==> src/rtl/send_file_pkg.sv <==
// Shared definitions for the UART file transfer pair: control bytes, FSM states,
// and the nibble-to-ASCII helper that both ends agree on.
package send_file_pkg;

  localparam logic [7:0] SOH = 8'h01;
  localparam logic [7:0] SOT = 8'h02;
  localparam logic [7:0] EOT = 8'h03;
  localparam logic [7:0] EOF = 8'h04;
  localparam logic [7:0] ACK = 8'h06;

  typedef enum logic [3:0] {
    IDLE,
    SEND_SOH,
    WAIT_ACK_SOH,
    SEND_REG,
    SEND_EOT,
    WAIT_ACK_EOT,
    SEND_SOT,
    WAIT_ACK_SOT,
    SEND_CONT,
    SEND_EOF,
    WAIT_ACK_EOF,
    DONE
  } state_e;

  // Uppercase hex: 0-9 -> '0'-'9', A-F -> 'A'-'F'
  function automatic logic [7:0] to_hex_char(input logic [3:0] nib);
    if (nib < 4'd10) return 8'h30 + {4'h0, nib};
    else             return 8'h37 + {4'h0, nib};
  endfunction

  function automatic logic [7:0] ctrl_char(input state_e s);
    case (s)
      SEND_SOH: return SOH;
      SEND_EOT: return EOT;
      SEND_SOT: return SOT;
      SEND_EOF: return EOF;
      default:  return 8'h00;
    endcase
  endfunction

  function automatic state_e wait_of(input state_e s);
    case (s)
      SEND_SOH: return WAIT_ACK_SOH;
      SEND_EOT: return WAIT_ACK_EOT;
      SEND_SOT: return WAIT_ACK_SOT;
      SEND_EOF: return WAIT_ACK_EOF;
      default:  return IDLE;
    endcase
  endfunction

  function automatic state_e resend_of(input state_e s);
    case (s)
      WAIT_ACK_SOH: return SEND_SOH;
      WAIT_ACK_EOT: return SEND_EOT;
      WAIT_ACK_SOT: return SEND_SOT;
      WAIT_ACK_EOF: return SEND_EOF;
      default:      return IDLE;
    endcase
  endfunction

  function automatic state_e after_ack(input state_e s);
    case (s)
      WAIT_ACK_SOH: return SEND_REG;
      WAIT_ACK_EOT: return SEND_SOT;
      WAIT_ACK_SOT: return SEND_CONT;
      WAIT_ACK_EOF: return DONE;
      default:      return IDLE;
    endcase
  endfunction

endpackage

==> src/rtl/data_fifo_oneclk.sv <==
// Single-clock first-word-fall-through FIFO; dout shows the head whenever not empty.
module data_fifo_oneclk #(
  parameter int WIDTH      = 8,
  parameter int DEPTH_LOG2 = 4
) (
  input  logic             clk,
  input  logic             rst,
  input  logic [WIDTH-1:0] din,
  input  logic             wr_en,
  input  logic             rd_en,
  output logic [WIDTH-1:0] dout,
  output logic             full,
  output logic             empty
);

  localparam int DEPTH = 1 << DEPTH_LOG2;

  logic [WIDTH-1:0]    mem [DEPTH];
  logic [DEPTH_LOG2-1:0] wr_ptr_q, wr_ptr_d;
  logic [DEPTH_LOG2-1:0] rd_ptr_q, rd_ptr_d;
  logic [DEPTH_LOG2:0]   count_q, count_d;
  logic do_wr, do_rd;

  assign full  = (count_q == (DEPTH_LOG2+1)'(DEPTH));
  assign empty = (count_q == '0);
  assign do_wr = wr_en & ~full;
  assign do_rd = rd_en & ~empty;
  assign dout  = mem[rd_ptr_q];

  always_comb begin
    wr_ptr_d = wr_ptr_q;
    rd_ptr_d = rd_ptr_q;
    count_d  = count_q;
    if (do_wr) wr_ptr_d = wr_ptr_q + 1'b1;
    if (do_rd) rd_ptr_d = rd_ptr_q + 1'b1;
    case ({do_wr, do_rd})
      2'b10:   count_d = count_q + 1'b1;
      2'b01:   count_d = count_q - 1'b1;
      default: count_d = count_q;
    endcase
  end

  always_ff @(posedge clk or posedge rst) begin
    if (rst) begin
      wr_ptr_q <= '0;
      rd_ptr_q <= '0;
      count_q  <= '0;
    end else begin
      wr_ptr_q <= wr_ptr_d;
      rd_ptr_q <= rd_ptr_d;
      count_q  <= count_d;
    end
  end

  always_ff @(posedge clk) begin
    if (do_wr) mem[wr_ptr_q] <= din;
  end

endmodule

==> src/rtl/send_file.sv <==
// UART file transmitter: handshakes SOH, register hex, SOT, payload stream and EOF
// with the remote receiver, resending each control char on ACK timeout.
module send_file
  import send_file_pkg::*;
#(
  parameter logic [31:0] ACK_TIMEOUT = 32'd1_000_000,
  parameter logic [3:0]  MAX_RETRY   = 4'd3
) (
  input  logic       clk,
  input  logic       reset,
  output logic [3:0] state,
  input  logic       start,
  input  logic [7:0] reg_addr,
  input  logic [7:0] reg_pointer,
  input  logic [7:0] send_fifo_din,
  input  logic       send_fifo_we,
  output logic       send_fifo_full,
  input  logic       send_eof,
  input  logic       tx_fifo_full,
  output logic [7:0] tx_din,
  output logic       tx_write_en,
  input  logic [7:0] rx_data,
  input  logic       rx_data_rdy,
  output logic       rx_read_en,
  output logic       busy,
  output logic       done,
  output logic       error
);

  state_e      state_q, state_d;
  logic [1:0]  cnt_q, cnt_d;
  logic [3:0]  retry_q, retry_d;
  logic [31:0] timer_q, timer_d;
  logic        eof_req_q, eof_req_d;
  logic [7:0]  addr_q, addr_d;
  logic [7:0]  ptr_q, ptr_d;
  logic        error_q, error_d;

  logic [7:0]  fifo_dout;
  logic        fifo_empty;
  logic        fifo_rd;
  logic        ack_seen;
  logic [7:0]  hex_digit;

  data_fifo_oneclk #(.WIDTH(8), .DEPTH_LOG2(4)) u_payload_fifo (
    .clk   (clk),
    .rst   (~reset),
    .din   (send_fifo_din),
    .wr_en (send_fifo_we & ~send_fifo_full),
    .rd_en (fifo_rd),
    .dout  (fifo_dout),
    .full  (send_fifo_full),
    .empty (fifo_empty)
  );

  assign ack_seen = rx_data_rdy & (rx_data == ACK);
  assign state    = state_q;
  assign busy     = (state_q != IDLE);
  assign done     = (state_q == DONE);
  assign error    = error_q;

  always_comb begin
    case (cnt_q)
      2'd0:    hex_digit = to_hex_char(addr_q[7:4]);
      2'd1:    hex_digit = to_hex_char(addr_q[3:0]);
      2'd2:    hex_digit = to_hex_char(ptr_q[7:4]);
      default: hex_digit = to_hex_char(ptr_q[3:0]);
    endcase
  end

  always_comb begin
    state_d     = state_q;
    cnt_d       = cnt_q;
    retry_d     = retry_q;
    timer_d     = timer_q;
    eof_req_d   = eof_req_q | (send_eof & (state_q != IDLE));
    addr_d      = addr_q;
    ptr_d       = ptr_q;
    error_d     = 1'b0;
    tx_din      = 8'h00;
    tx_write_en = 1'b0;
    rx_read_en  = 1'b0;
    fifo_rd     = 1'b0;

    case (state_q)
      IDLE: begin
        if (start) begin
          state_d   = SEND_SOH;
          addr_d    = reg_addr;
          ptr_d     = reg_pointer;
          eof_req_d = 1'b0;
          retry_d   = '0;
          cnt_d     = '0;
        end
      end
      SEND_SOH, SEND_EOT, SEND_SOT, SEND_EOF: begin
        tx_din      = ctrl_char(state_q);
        tx_write_en = ~tx_fifo_full;
        if (!tx_fifo_full) begin
          state_d = wait_of(state_q);
          timer_d = '0;
        end
      end
      SEND_REG: begin
        tx_din      = hex_digit;
        tx_write_en = ~tx_fifo_full;
        if (!tx_fifo_full) begin
          cnt_d = cnt_q + 2'd1;
          if (cnt_q == 2'd3) state_d = SEND_EOT;
        end
      end
      WAIT_ACK_SOH, WAIT_ACK_EOT, WAIT_ACK_SOT, WAIT_ACK_EOF: begin
        // Non-ACK bytes are popped and dropped; an ACK on the timeout cycle still counts
        rx_read_en = rx_data_rdy;
        timer_d    = timer_q + 32'd1;
        if (ack_seen) begin
          state_d = after_ack(state_q);
          retry_d = '0;
        end else if (timer_q == ACK_TIMEOUT - 32'd1) begin
          if (retry_q < MAX_RETRY) begin
            retry_d = retry_q + 4'd1;
            state_d = resend_of(state_q);
          end else begin
            error_d = 1'b1;
            state_d = IDLE;
          end
        end
      end
      SEND_CONT: begin
        tx_din      = fifo_dout;
        fifo_rd     = ~fifo_empty & ~tx_fifo_full;
        tx_write_en = fifo_rd;
        if (eof_req_q && fifo_empty) state_d = SEND_EOF;
      end
      DONE:    state_d = IDLE;
      default: state_d = IDLE;
    endcase
  end

  always_ff @(posedge clk or negedge reset) begin
    if (!reset) begin
      state_q   <= IDLE;
      cnt_q     <= '0;
      retry_q   <= '0;
      timer_q   <= '0;
      eof_req_q <= 1'b0;
      addr_q    <= '0;
      ptr_q     <= '0;
      error_q   <= 1'b0;
    end else begin
      state_q   <= state_d;
      cnt_q     <= cnt_d;
      retry_q   <= retry_d;
      timer_q   <= timer_d;
      eof_req_q <= eof_req_d;
      addr_q    <= addr_d;
      ptr_q     <= ptr_d;
      error_q   <= error_d;
    end
  end

endmodule

==> config.mk <==
export PLATFORM = sky130hd
export DESIGN_NAME = send_file
export DESIGN_NICKNAME = d
export VERILOG_FILES = /design/src/rtl/send_file_pkg.sv /design/src/rtl/data_fifo_oneclk.sv /design/src/rtl/send_file.sv
export SDC_FILE = /design/constraint.sdc
export NUM_CORES = 1
export LEC_CHECK = 0
export BUFFER_PORTS_ARGS = -buffer_cell sky130_fd_sc_hd__buf_2
export CORE_UTILIZATION = 61
export CTS_CLUSTER_SIZE = 10
export DETAILED_ROUTE_END_ITERATION = 10
export GPL_ROUTABILITY_DRIVEN = 0
export HOLD_SLACK_MARGIN = 0.05
export PLACE_DENSITY = 0.8
export SYNTH_ARGS = -nofsm -noshare
export SYNTH_HDL_FRONTEND = slang
export SYNTH_SLANG_ARGS = --single-unit
==> constraint.sdc <==
create_clock -name clk -period 3.5 [get_ports clk]
set_clock_uncertainty 0.15 [all_clocks]
set_input_delay 0.175 -clock clk [delete_from_list [all_inputs] [get_ports clk]]
set_output_delay 0.175 -clock clk [all_outputs]
set_load 0.1 [all_outputs]
# [Word level (Yosys, flattened, before mapping)]
# Memories as Yosys holds them, arrays and structs flattened.
# Index checks and enable logic that the tools add are counted.
[op_classes] addsub=15 magnitude_cmp=5 eq_ne=26 muxes=41 bitwise_logic=10 reduce_logical=17
[op_table] cell="32-bit one-hot mux with 2 select lines" n=1
[op_table] cell="6-bit by 4-bit adder with 7-bit output, first input constant" n=8
[op_table] cell="4-bit 2-to-1 mux" n=12
[op_table] cell="4-bit one-hot mux with 4 select lines" n=3
[op_table] cell="8-bit one-hot mux with 3 select lines" n=2
[op_table] cell="32-bit by 1-bit adder with 32-bit output, second input constant" n=1
[op_table] cell="32-bit by 20-bit == test with 1-bit output, second input constant" n=1
[op_table] cell="32-bit 2-to-1 mux" n=1
[op_table] cell="7-bit 2-to-1 mux" n=4
[op_table] cell="4-bit one-hot mux with 5 select lines" n=1
[op_table] cell="4-bit by 3-bit == test with 1-bit output, second input constant" n=4
[op_table] cell="4-bit == test, second input constant" n=4
[op_table] cell="4-bit less-than comparator, second input constant" n=4
[op_table] cell="4-bit by 1-bit adder with 4-bit output, second input constant" n=3
[op_table] cell="3-bit one-hot mux with 4 select lines" n=1
[op_table] cell="1-bit 2-to-1 mux" n=10
[op_table] cell="2-bit != test, second input constant" n=5
[op_table] cell="5-bit one-hot mux with 2 select lines" n=1
[op_table] cell="4-bit by 2-bit == test with 1-bit output, second input constant" n=2
[op_table] cell="8-bit by 3-bit == test with 1-bit output, second input constant" n=1
[op_table] cell="4-bit one-hot mux with 2 select lines" n=1
[op_table] cell="2-bit nonzero test" n=4
[op_table] cell="4-bit OR reduction" n=2
[op_table] cell="1-bit AND" n=6
[op_table] cell="24 further kinds" n=32
[totals] regBits=73 ramBits=128 wordCells=126 n_memories=1
[memory_table] memory="u_payload_fifo.mem" depth=16 word_bits=8 rd=1 rd_ports_with_merged_regs=0 wr=1 line_no="data_fifo_oneclk.sv:18" text="logic [WIDTH-1:0] mem [DEPTH];"

# [Longest topological paths before layout]
[depth] depth_word=7 mapped_depth=16

# [Modules after synthesis]
# From an unflattened synthesis, not the netlist that was laid out.
[hier_totals] cells_unflattened=805 hier_area_um2=9678.0
[by_module_without_submodules] module="data_fifo_oneclk" instances=1 cells_each=333 area_per_inst_um2=5796.8 seq_area_each_um2=4169.0
[by_module_without_submodules] module="send_file" instances=1 cells_each=472 area_per_inst_um2=3881.2 seq_area_each_um2=1501.4

# [Least setup slack after synthesis]
# Ideal clock, no wire load.
[synth_path] kind="register to output" startpoint="register state_q[2], in the netlist state[2]" endpoint="output tx_din[3]" arrival_time_ns=4.002 setup_slack_ns=-0.827 path_stages_with_launch=5 n_path_buf=2 cell_sequence="dfrtp_1 buf_6 or4b_1 buf_2 o32ai_1"
[synth_via] elab_chain_cells=3 elab_cells_between_ends=8 classes_between="eq/ne: 6; mux: 1; reduce/logical: 1"
[synth_rtl] item="start, declared" line_no="send_file.sv:30" text="state_e state_q, state_d;"
[synth_rtl] item="start signal, assigned" line_no="send_file.sv:151" text="state_q <= state_d;"
[synth_rtl] item="4-bit by 1-bit == test with 1-bit output, or another cell as far along" line_no="send_file.sv:85" text="case (state_q)"
[synth_rtl] item="4-bit OR reduction" line_no="send_file.sv:85"
[synth_rtl] item="8-bit one-hot mux with 3 select lines (*)" line_no="send_file.sv:85"
[synth_rtl] item="end, declared" line_no="send_file.sv:20" text="output logic [7:0] tx_din,"
# Every way passes the cells marked *; elsewhere a longest branch is shown, timed or not.

# [Worst setup path in the final report]
[layout_path] startpoint="register u_payload_fifo.rd_ptr_q[0]" endpoint="output tx_din[5]"
[layout_via] elab_chain_cells=2
[layout_rtl] item="start, declared" line_no="data_fifo_oneclk.sv:20" text="logic [DEPTH_LOG2-1:0] rd_ptr_q, rd_ptr_d;"
[layout_rtl] item="start signal, assigned" line_no="data_fifo_oneclk.sv:50" text="rd_ptr_q <= rd_ptr_d;"
[layout_rtl] item="memory 16 x 8 bit"
[layout_rtl] item="8-bit one-hot mux with 3 select lines" line_no="send_file.sv:85"
# No other way between the ends.

==> metrics.txt <==
status=complete, no violations; Die Ht=126 um; power per standard cell area=759 nW/um^2; fin crit share=94.0%; dpl cells=941; Die Span X=126 um; Routed WL=20.7 mm; asr flop ratio synth=36.3%; leading area contributor after synthesis=edfxtp_1; Synth cell types=72; clk sinks=201; first-pass GRT wire length=32.6 mm; Finish-stage setup viols=0; diode count=0; post-route minimum period=3.29 ns; area delta synth->final=17.1%; number of cells produced by synthesis=699; CTS Buf Count=24; share of layout cells above drive strength 1=23.2%; core area=15100 sq um; post-synth net total=757; multi-input logic area=3540 sq um; drt initial violations=463; VDD IR max=0.000592 V; Mapped Area=9440 sq um; Row Count=45; max_cap viols=0; Worst Path Required=3.17 ns; post-route DRC violation count=0; Root Buffer=clkbuf_16; relative slew slack=22.4%; CP max stage cell=dfrtp_2; crit-path cells=buf_4, mux4_2, mux4_2, inv_1, o22ai_1, buf_2; initial antenna violation count=0; commonest non-fill, non-tap cells in the layout=edfxtp_1, dfrtp_1, nor2_1, buf_2, nand2_1; Ys Warns=0; layout net count=865; worst r2r src=u_payload_fifo.count_q[2]; worst-margin pin slew=1.16 ns; Sequential Area=5680 sq um; Crit path top cell by count=mux4_2; Via Count=6243; io pins=57; Clock Tree Buf Depth=3; Finished Layout Cells=1012; Worst setup EP type=output pin; Total Routing Usage GR=26.7%; DR vias/cell=6.17; vias in the first global route=6208; largest cells by area after synthesis=edfxtp_1, dfrtp_1, mux4_2, xor2_1, ha_1; setup_tns=0 ns; commonest non-fill, non-tap cell in the layout=edfxtp_1; Post-DP HPWL=13.3 mm; Clock Latency Late Sink=0.53 ns; initial core utilization=62.3%; PortBufs=56; clock tree from TritonCTS=done; Worst Path Arrival=2.97 ns; critical path peak fanout=11; Pleak=4.29 nW; depth of the CTS H-tree=1; Filler cells=923; Max Clock Freq=304 MHz; RSZ-0062 raised after global routing=false; crit path kind=flip-flop to output pin; Clock transition at path regs=0.06 ns; ANT nets after route=0; final hold violations=0; Post-synth EDFFs=128; Hold Crit Start=tx_fifo_full; Routed WL per cell=20.4 um; sequential share of the synthesized area=60.1%; Setup crit start=u_payload_fifo.rd_ptr_q[0]; die area=16000 sq um; grt total ovfl=0; synthesized area per cell=13.5 sq um; hold crit path type=primary input to flip-flop; Worst path max stage delay=0.55 ns; Final Max Slew Viols=0; First-pass DRT Iterations=7; pin count of the biggest net entering global routing=50; FF+latch count, synth=201; top cell type's share of synthesized area=40.7%; Worst setup SP type=flip-flop; prevailing post-synth register cell=edfxtp_1
per-stage QoR:
step,area [sq um],worst slack [ns],util [%],power (mW),hold WS [ns]
floorplan,9460,0.00187,-,5.43,-0.271
global route,11100,0.0623,73.0,8.76,0.144
detailed placement,10000,0.249,66.3,6.09,0.260
CTS,11000,0.157,72.9,8.38,0.106
finish,11100,0.210,73.0,8.39,0.132
global placement,10000,0.403,66.3,5.97,0.256
Yosys cell counts (7+ instances only):
cell type and count:
edfxtp_1 128, dfrtp_1 73, nor2_1 62, nand2_1 47, xor2_1 35, mux4_2 26
inv_1 23, mux2_2 21, ha_1 19, o21ai_0 19, nand3_1 18, mux2i_1 16
nand4_1 16, clkbuf_1 15, xnor2_1 13, a21oi_1 11, and3_1 10, nor2b_1 8
nor3_1 8, o221ai_1 8, o22ai_1 8, buf_2 7, nor2_2 7
critical path, delay by kind of cell (launching register included):
kind / cells / cell delay, ns
muxes: 2 / 1.08
AOI/OAI and AO/OA: 1 / 0.09
buffers and inverters: 3 / 0.70
DFF: 1 / 0.55
path summary, 6_finish.rpt:
kind	endpoint	slack [ns]	cells after the start
worst max-delay path	tx_din[5]	0.21	6
worst min-delay path	u_payload_fifo.rd_ptr_q[0]	0.13	4
min in group asynchronous	addr_q[2]	0.29	2
max in group asynchronous	retry_q[2]	1.93	3
worst min register to register	retry_q[3]	0.35	1
worst max register to register	u_payload_fifo.count_q[4]	0.30	13
registers in the layout (all words and copies together), names as in the netlist:
signal and cells:
addr_q 8, cnt_q 2, eof_req_q 1, error 1, ptr_q 8, retry_q 4, state 4, timer_q 32
u_payload_fifo.count_q 5, u_payload_fifo.mem 128, u_payload_fifo.rd_ptr_q 4, u_payload_fifo.wr_ptr_q 4
metal layers:
layer | vias up | part of all wire [%] | GRT usage [%]
li1 | 2836 | - | -
met1 | 3096 | 41 | 35.7
met2 | 270 | 49 | 45.3
met3 | 41 | 7.0 | 4.68
met4 | 0 | 2.2 | 7.73
met5 | - | 0 | 0
power breakdown:
group          internal (mW)  total [mW]  switching (mW)
clock                   1.33        2.25           0.920
sequential              2.90        3.28           0.375
combinational           1.14        2.86            1.72
total                   5.38        8.39            3.01
kinds of logic after synthesis:
family / after synthesis / share of synthesized area (%)
AOI/OAI and AO/OA: 101 / 8.20
muxes: 65 / 10.6
xor gates and xnor gates: 48 / 4.46
DFF: 201 / 60.1
adders and majority gates: 19 / 2.52
and+or+nand+nor: 208 / 11.4
buffers and inverters: 57 / 2.72
layout make-up:
cell class	instances	share of cell area (%)
Sequential cell	201	51.4
Multi-Input combinational cell	441	32.0
Timing Repair Buffer	114	7.11
Clock buffer	42	6.24
Tap cell	188	2.13
Inverter	25	0.849
Clock inverter	1	0.272
what timing repair did:
item	in CTS	in global routing
gates resized for setup	0	3
endpoints found under the hold margin	196	0
hold buffers	28	0
setup endpoints to repair	0	1
setup buffers	0	0
Power figures use the tool's default switching activity.
